File: src/rtl/shiftadder_pkg.sv
// Shared constants and types for the nibble-serial shift-add multiplier.
// Optional build macro: SHIFTADDER_SEQ_EARLY_EXIT_EN (zero-operand fast path).
package shiftadder_pkg;

  localparam int NIBBLE_W = 4;

  typedef enum logic [1:0] {
    IDLE,
    BUSY,
    DONE
  } seq_state_e;

  function automatic int nibble_count(input int width);
    return width / NIBBLE_W;
  endfunction

endpackage

File: src/rtl/nibble_mul_4x4.sv
// Combinational 4x4 shift-add multiplier with per-operand signedness.
// Optional build macro: SHIFTADDER_SEQ_EARLY_EXIT_EN (not used here).
module nibble_mul_4x4
  import shiftadder_pkg::*;
(
  input  logic [NIBBLE_W-1:0]   a,
  input  logic [NIBBLE_W-1:0]   b,
  input  logic                  a_signed,
  input  logic                  b_signed,
  output logic [2*NIBBLE_W-1:0] p
);

  logic [2*NIBBLE_W-1:0] a_ext;
  logic [2*NIBBLE_W-1:0] b_ext;

  // Every 4x4 product (signed or not) fits in 8 bits, so mod-256 is exact.
  always_comb begin
    a_ext = {{NIBBLE_W{a_signed & a[NIBBLE_W-1]}}, a};
    b_ext = {{NIBBLE_W{b_signed & b[NIBBLE_W-1]}}, b};
    p     = '0;
    for (int t = 0; t < 2*NIBBLE_W; t++) begin
      if (b_ext[t]) begin
        p = p + (a_ext << t);
      end
    end
  end

endmodule

File: src/rtl/shiftadder_seq_mult.sv
// Sequential WIDTHxWIDTH multiplier iterating one shared 4x4 nibble unit.
// Optional build macro: SHIFTADDER_SEQ_EARLY_EXIT_EN (zero operand -> DONE in 1 cycle).
module shiftadder_seq_mult
  import shiftadder_pkg::*;
#(
  parameter int WIDTH = 8
) (
  input  logic               clk,
  input  logic               rst,
  input  logic               in_valid,
  output logic               in_ready,
  input  logic [WIDTH-1:0]   op_a,
  input  logic [WIDTH-1:0]   op_b,
  input  logic               op_signed,
  output logic               out_valid,
  input  logic               out_ready,
  output logic [2*WIDTH-1:0] product
);

  localparam int N  = nibble_count(WIDTH);
  localparam int NN = N * N;
  localparam int KW = (NN > 1) ? $clog2(NN) : 1;
  localparam logic [KW-1:0] K_LAST = KW'(NN - 1);

  if ((WIDTH % NIBBLE_W) != 0 || WIDTH > 32 || WIDTH < 4) begin : g_bad_width
    $fatal(1, "shiftadder_seq_mult: WIDTH must be a multiple of 4 in 4..32");
  end

  seq_state_e state;
  seq_state_e nxt;
  seq_state_e start_state;

  logic [WIDTH-1:0]    a_q;
  logic [WIDTH-1:0]    b_q;
  logic                s_q;
  logic [2*WIDTH-1:0]  acc;
  logic [KW-1:0]       k;
  logic                accept;

  int                  ni;
  int                  nj;
  logic [NIBBLE_W-1:0] nib_a;
  logic [NIBBLE_W-1:0] nib_b;
  logic                a_sg;
  logic                b_sg;
  logic [2*NIBBLE_W-1:0] pp;
  logic [2*WIDTH-1:0]  pp_ext;
  logic [2*WIDTH-1:0]  term;

  assign accept = in_valid & in_ready;

`ifdef SHIFTADDER_SEQ_EARLY_EXIT_EN
  logic zero_op;
  assign zero_op     = (op_a == '0) | (op_b == '0);
  assign start_state = zero_op ? DONE : BUSY;
`else
  assign start_state = BUSY;
`endif

  // k walks op_a nibbles in the outer loop, op_b nibbles in the inner.
  always_comb begin
    ni    = int'(k) / N;
    nj    = int'(k) % N;
    nib_a = NIBBLE_W'(a_q >> (ni * NIBBLE_W));
    nib_b = NIBBLE_W'(b_q >> (nj * NIBBLE_W));
    a_sg  = s_q & (ni == N - 1);
    b_sg  = s_q & (nj == N - 1);
  end

  nibble_mul_4x4 u_nib (
    .a        (nib_a),
    .b        (nib_b),
    .a_signed (a_sg),
    .b_signed (b_sg),
    .p        (pp)
  );

  always_comb begin
    pp_ext = {(2*WIDTH){(a_sg | b_sg) & pp[2*NIBBLE_W-1]}};
    pp_ext[2*NIBBLE_W-1:0] = pp;
    term = pp_ext << (NIBBLE_W * (ni + nj));
  end

  always_ff @(posedge clk) begin
    if (rst) begin
      state <= IDLE;
    end else begin
      state <= nxt;
    end
  end

  always_comb begin
    nxt       = state;
    in_ready  = 1'b0;
    out_valid = 1'b0;
    unique case (state)
      IDLE: begin
        in_ready = 1'b1;
        if (in_valid) nxt = start_state;
      end
      BUSY: begin
        if (k == K_LAST) nxt = DONE;
      end
      DONE: begin
        out_valid = 1'b1;
        in_ready  = out_ready;
        if (out_ready) nxt = in_valid ? start_state : IDLE;
      end
      default: nxt = IDLE;
    endcase
  end

  always_ff @(posedge clk) begin
    if (rst) begin
      a_q <= '0;
      b_q <= '0;
      s_q <= 1'b0;
      acc <= '0;
      k   <= '0;
    end else if (accept) begin
      a_q <= op_a;
      b_q <= op_b;
      s_q <= op_signed;
      acc <= '0;
      k   <= '0;
    end else if (state == BUSY) begin
      acc <= acc + term;
      k   <= (k == K_LAST) ? '0 : k + 1'b1;
    end
  end

  assign product = (state == DONE) ? acc : '0;

endmodule

File: config.mk
export PLATFORM = sky130hd
export DESIGN_NAME = shiftadder_seq_mult
export DESIGN_NICKNAME = d
export VERILOG_FILES = /design/src/rtl/shiftadder_pkg.sv /design/src/rtl/nibble_mul_4x4.sv /design/src/rtl/shiftadder_seq_mult.sv
export SDC_FILE = /design/constraint.sdc
export NUM_CORES = 1
export LEC_CHECK = 0
export CAP_MARGIN = 20
export CELL_PAD_IN_SITES_DETAIL_PLACEMENT = 1
export CELL_PAD_IN_SITES_GLOBAL_PLACEMENT = 1
export CORE_MARGIN = 4
export CORE_UTILIZATION = 30
export CTS_CLUSTER_SIZE = 28
export DETAILED_ROUTE_END_ITERATION = 6
export PLACE_DENSITY = 0.63
export SETUP_SLACK_MARGIN = 0.4
export SLEW_MARGIN = 25
export SYNTH_ARGS = -nofsm -noshare
export SYNTH_HDL_FRONTEND = slang
export SYNTH_SLANG_ARGS = --single-unit
File: constraint.sdc
create_clock -name clk -period 9.15 [get_ports clk]
set_input_delay 1.83 -clock clk [delete_from_list [all_inputs] [get_ports clk]]
set_output_delay 1.83 -clock clk [all_outputs]
set_load 0.02 [all_outputs]
==> impl_summary.md <==
Finish
Once layout is complete, the cells apart from fillers number approximately 760. After routing the design area is a little over 5000 sq um. Of the cells placed in the final design, the portion with a size suffix greater than 1 is ~22%. The layout has approximately 1,500 filler cells. Cells fill between 40% and 50% of the core in the end.

The final net count is between 600 and 700. The number of antenna diodes is 0. The signed area change from the synthesized netlist to the final layout is 34.46%.

Yosys
The gate count of the mapped netlist is approximately 520. The multiplexer area fraction after synthesis is approximately 7.3%. Yosys attributes the largest share of cell area to dfxtp_1 (20%), ha_1 (11%), nand2_1 (9.3%), a21oi_1 (8.1%), xnor2_1 (5.1%). The fraction of the mapped netlist area in simple logic gates is between 20% and 30%. The commonest cells after synthesis are nand2_1 (94), a21oi_1 (61), nor2_1 (46). The register area share after synthesis is 19.62%. The share of flip-flops with an asynchronous set or reset is 0%. The number of nets handed over by synthesis was 573. The dominant register cell in the synthesized netlist is dfxtp_1. The largest total area in the synthesized netlist belongs to dfxtp_1. The number of enable-type register cells in the synthesized netlist is 0. The unique cell type count in the Yosys netlist is 63.

The fraction of synthesized cell area in xor and xnor cells is 6.262%. The post-synthesis instance area is about 3800 sq um. The synthesized netlist devotes approximately 23% of its cell area to compound gates. Summing the areas of all fa, ha and maj instances in the mapped netlist gives between 10% and 20% of the synthesized area. After synthesis, the largest family of logic cells by area is simple AND/OR/NAND/NOR gates. Each instance of the synthesized netlist takes up on average about 7.3 sq um.

The top cell type by area accounts for a little under 20% of the synthesized area. The Yosys warning count is 0. Among all cell types in the netlist, the one instantiated most often is nand2_1. The flip-flop and latch count after synthesis is 37.

Global routing
The wire length of the first global-routing pass is 19,630 microns. The global-route usage over all layers is roughly 16%. The number of global-route vias before repair is between 3,000 and 4,000.

Entering global routing, the biggest net connects 22 pins. The initial antenna violation count is 0. Summed over all layers, the global routing overflow is 0.

Critical path
The setup check on the worst reg-to-reg path leaves a slack of 0.84 ns. The worst setup path is captured at a register. At the worst endpoint, the arrival time is 8.44 ns. The startpoint of the most critical register-to-register path is k[1]. For the worst flop-to-flop path, the logic depth is ~50. Of all nets on the critical path, the largest fanout is 5. The most numerous cell type found on the critical path is xnor2_1. The path type of the worst setup path is register to register. Data on the critical path is required at its endpoint by slightly above 9 ns. The cell with the largest stage delay on the worst path is or4_1. In this design, the stage delay of the slowest critical-path cell is between 0.5 and 0.6 ns. In this run the worst setup path terminates at acc[14].

The reg-to-reg endpoint is acc[14]. The beginning of the critical path is k[1]. The kind of start point of the critical path is a register.

Pwr
The peak supply drop is around 83 uV. The portion of total power attributed to combinational logic is about a quarter. In this run switching power makes up just under 30% of total power.

Power spread over the standard cell area amounts to around 100 nW/um^2. In this run, the clock network consumes 39.1% of the power. The analysis attributes to cell leakage a power of 2.073 nW. The sequential fraction of design power is between 30% and 40%.

The total design power is 0.4961 mW. The cell internal power dissipation is 0.3494 mW. For this design the total switching power over the nets is ~0.15 mW.

Timing
Hold is met by about 0.47 ns. At the pin with the least slew margin, the transition time is around 0.87 ns. The final clock skew is 0.004341 ns. The maximum clock frequency is 120.4 MHz. Setup violations remaining at the end of the flow were counted as 0. The total count of hold-check failures in the final report is 0. The smallest clock period supported by the final layout is computed as 8.306 ns. The normalized max-slew margin is 41.91%. Of the available clock period, the critical path in the final layout requires between 90% and 100%. The number of max-slew violations in the final report is 0. Setup repair after global routing left no endpoint under its margin.

Clock network
At the later pin of the worst-skew pair, clock insertion delay measures between 0.2 and 0.3 ns. In this run, CTS created clock tree buffers numbering 5. The clock transition at the registers of the reported paths is 0.06 ns.

TritonCTS built the clock tree. The deepest level of the CTS H-tree is 2. The number of hold buffers added after CTS is 0. The maximum root-to-sink buffer count is 2.

The root buffer cell chosen for the clock tree is clkbuf_16. The number of sinks driven by the clock tree is 37.

Job
Max-cap violations in this run came to 0.

Die
The die area is around 14,000 sq um. The floorplan step defined a core boundary enclosing 12,160 sq um. The starting density of the core is 31.05%. The die extent in y is ~120 microns.

In this run the core area contains 40 standard-cell rows. For this design the top-level I/O count stands at 39. The die width is approximately 120 microns.

Placement
The number of cells in the design after placement is approximately 700. The number of port buffers is 38. Routability-driven placement finished with a final weighted congestion of roughly 0.83. The standard cell area after detailed placement is ~4400 sq um. The placed wire-length estimate is ~9000 microns.

Drt
The post-route antenna net violation count is 0. Summing over every cut layer, the via total after detailed routing is 3,837. The residual DRC count is 0.

Dividing the detail-routed via count by the number of cells gives just over 5. Wires add up to 11,980 microns. The pre-antenna-repair detailed-routing pass consisted of 4 iterations. In the final routed layout, each cell accounts on average for between 15 and 20 microns. The number of DRC markers after the initial detailed-route iteration is 175.

Worst hold path
The classification of the worst-slack hold path is register to register.

Outcome
The flow ran to the end, and the final reports show no timing, DRC or antenna violations.
-- flip-flops by register name, summed over array words and instances, names as in the netlist --
register	cells
a_q	8
acc	16
b_q	8
k	2
s_q	1
state	2
-- critical path, delay by kind of cell (launching register included) --
family | cells | cell delay, ns
flops | 1 | 0.41
xor+xnor | 8 | 1.18
simple gates | 15 | 2.24
buf+inv | 3 | 0.31
compound gates | 16 | 1.97
mux | 1 | 0.28
fa+ha+maj | 8 | 1.74
-- cell usage in the layout, fill, tap and decap left out, types with 4 or more instances in the layout --
master,netlist,layout
nor2_1,46,42
a21oi_2,3,5
nand3_1,8,8
buf_4,1,45
ha_1,34,23
o21bai_1,4,4
a211oi_1,6,5
mux2_2,6,5
ha_4,0,5
ha_2,0,6
mux2i_1,12,11
nand2b_1,5,5
o21ai_2,1,8
a21o_1,4,4
xor2_1,5,5
o31ai_1,5,5
clkdlybuf4s50_1,0,38
o21ai_0,16,11
nor3_1,13,11
xnor2_1,22,21
inv_2,1,4
o21ai_1,7,5
a21oi_1,61,56
and2_1,20,20
inv_1,23,20
nand2_1,94,93
dfxtp_1,37,35
mux2i_4,2,4
clkbuf_16,0,5
-- layer usage --
metal	share of wire, %	track usage [%]	vias up
met2	48	28.42	46
met1	48	21.80	1822
met4	1.9	4.438	0
met5	0	0	-
li1	-	-	1953
met3	2.1	1.731	16
-- metrics by stage --
stage / worst slack [ns] / TNS (ns)
finish: 0.8437 / 0
global route: 0.2374 / 0
CTS: 0.4011 / 0
detailed placement: -0.1730 / -0.3080
global placement: 0.1757 / 0
floorplan: 0.5077 / 0
-- power by group through the flow --
stage	Combinational (mW)	Sequential [mW]	Clock [mW]
after floorplan	0.0768	0.175	0
after detailed placement	0.112	0.177	0
final	0.129	0.174	0.194
after global placement	0.109	0.177	0
after CTS	0.118	0.173	0.201
after global routing	0.142	0.175	0.207
-- kinds of logic after synthesis --
family	Yosys count
adders and majority gates	35
muxes	23
and+or+nand+nor	214
xor gates and xnor gates	27
buffers and inverters	47
AOI/OAI and AO/OA	134
DFF	37
-- layout make-up --
class / count / area [sq um] / share of cell area, %
multi-input combinational: 433 / 3107 / 61.19
clock buffer: 5 / 125.1 / 2.464
timing repair buffer: 86 / 764.5 / 15.06
inverter: 24 / 90.09 / 1.774
clock inverter: 2 / 35.03 / 0.6900
sequential: 37 / 745.7 / 14.69
tap: 168 / 210.2 / 4.140
-- how the worst min path moves through the flow --
stage	startpoint	endpoint	slack, ns	depth (start not counted)
after floorplan	a_q[4]	a_q[4]	0.43	2
after global placement	b_q[3]	b_q[3]	0.45	2
after detailed placement	a_q[0]	a_q[0]	0.45	2
after CTS	b_q[2]	b_q[2]	0.47	2
after global routing	b_q[2]	b_q[2]	0.49	2
final	b_q[2]	b_q[2]	0.47	2
-- timing repair --
item                       CTS  global route
setup buffers               12            16
setup endpoints to repair    6             6
resized for setup           17            55
pin swaps                    6            35
No activity file was read; power rests on OpenSTA's default activity.
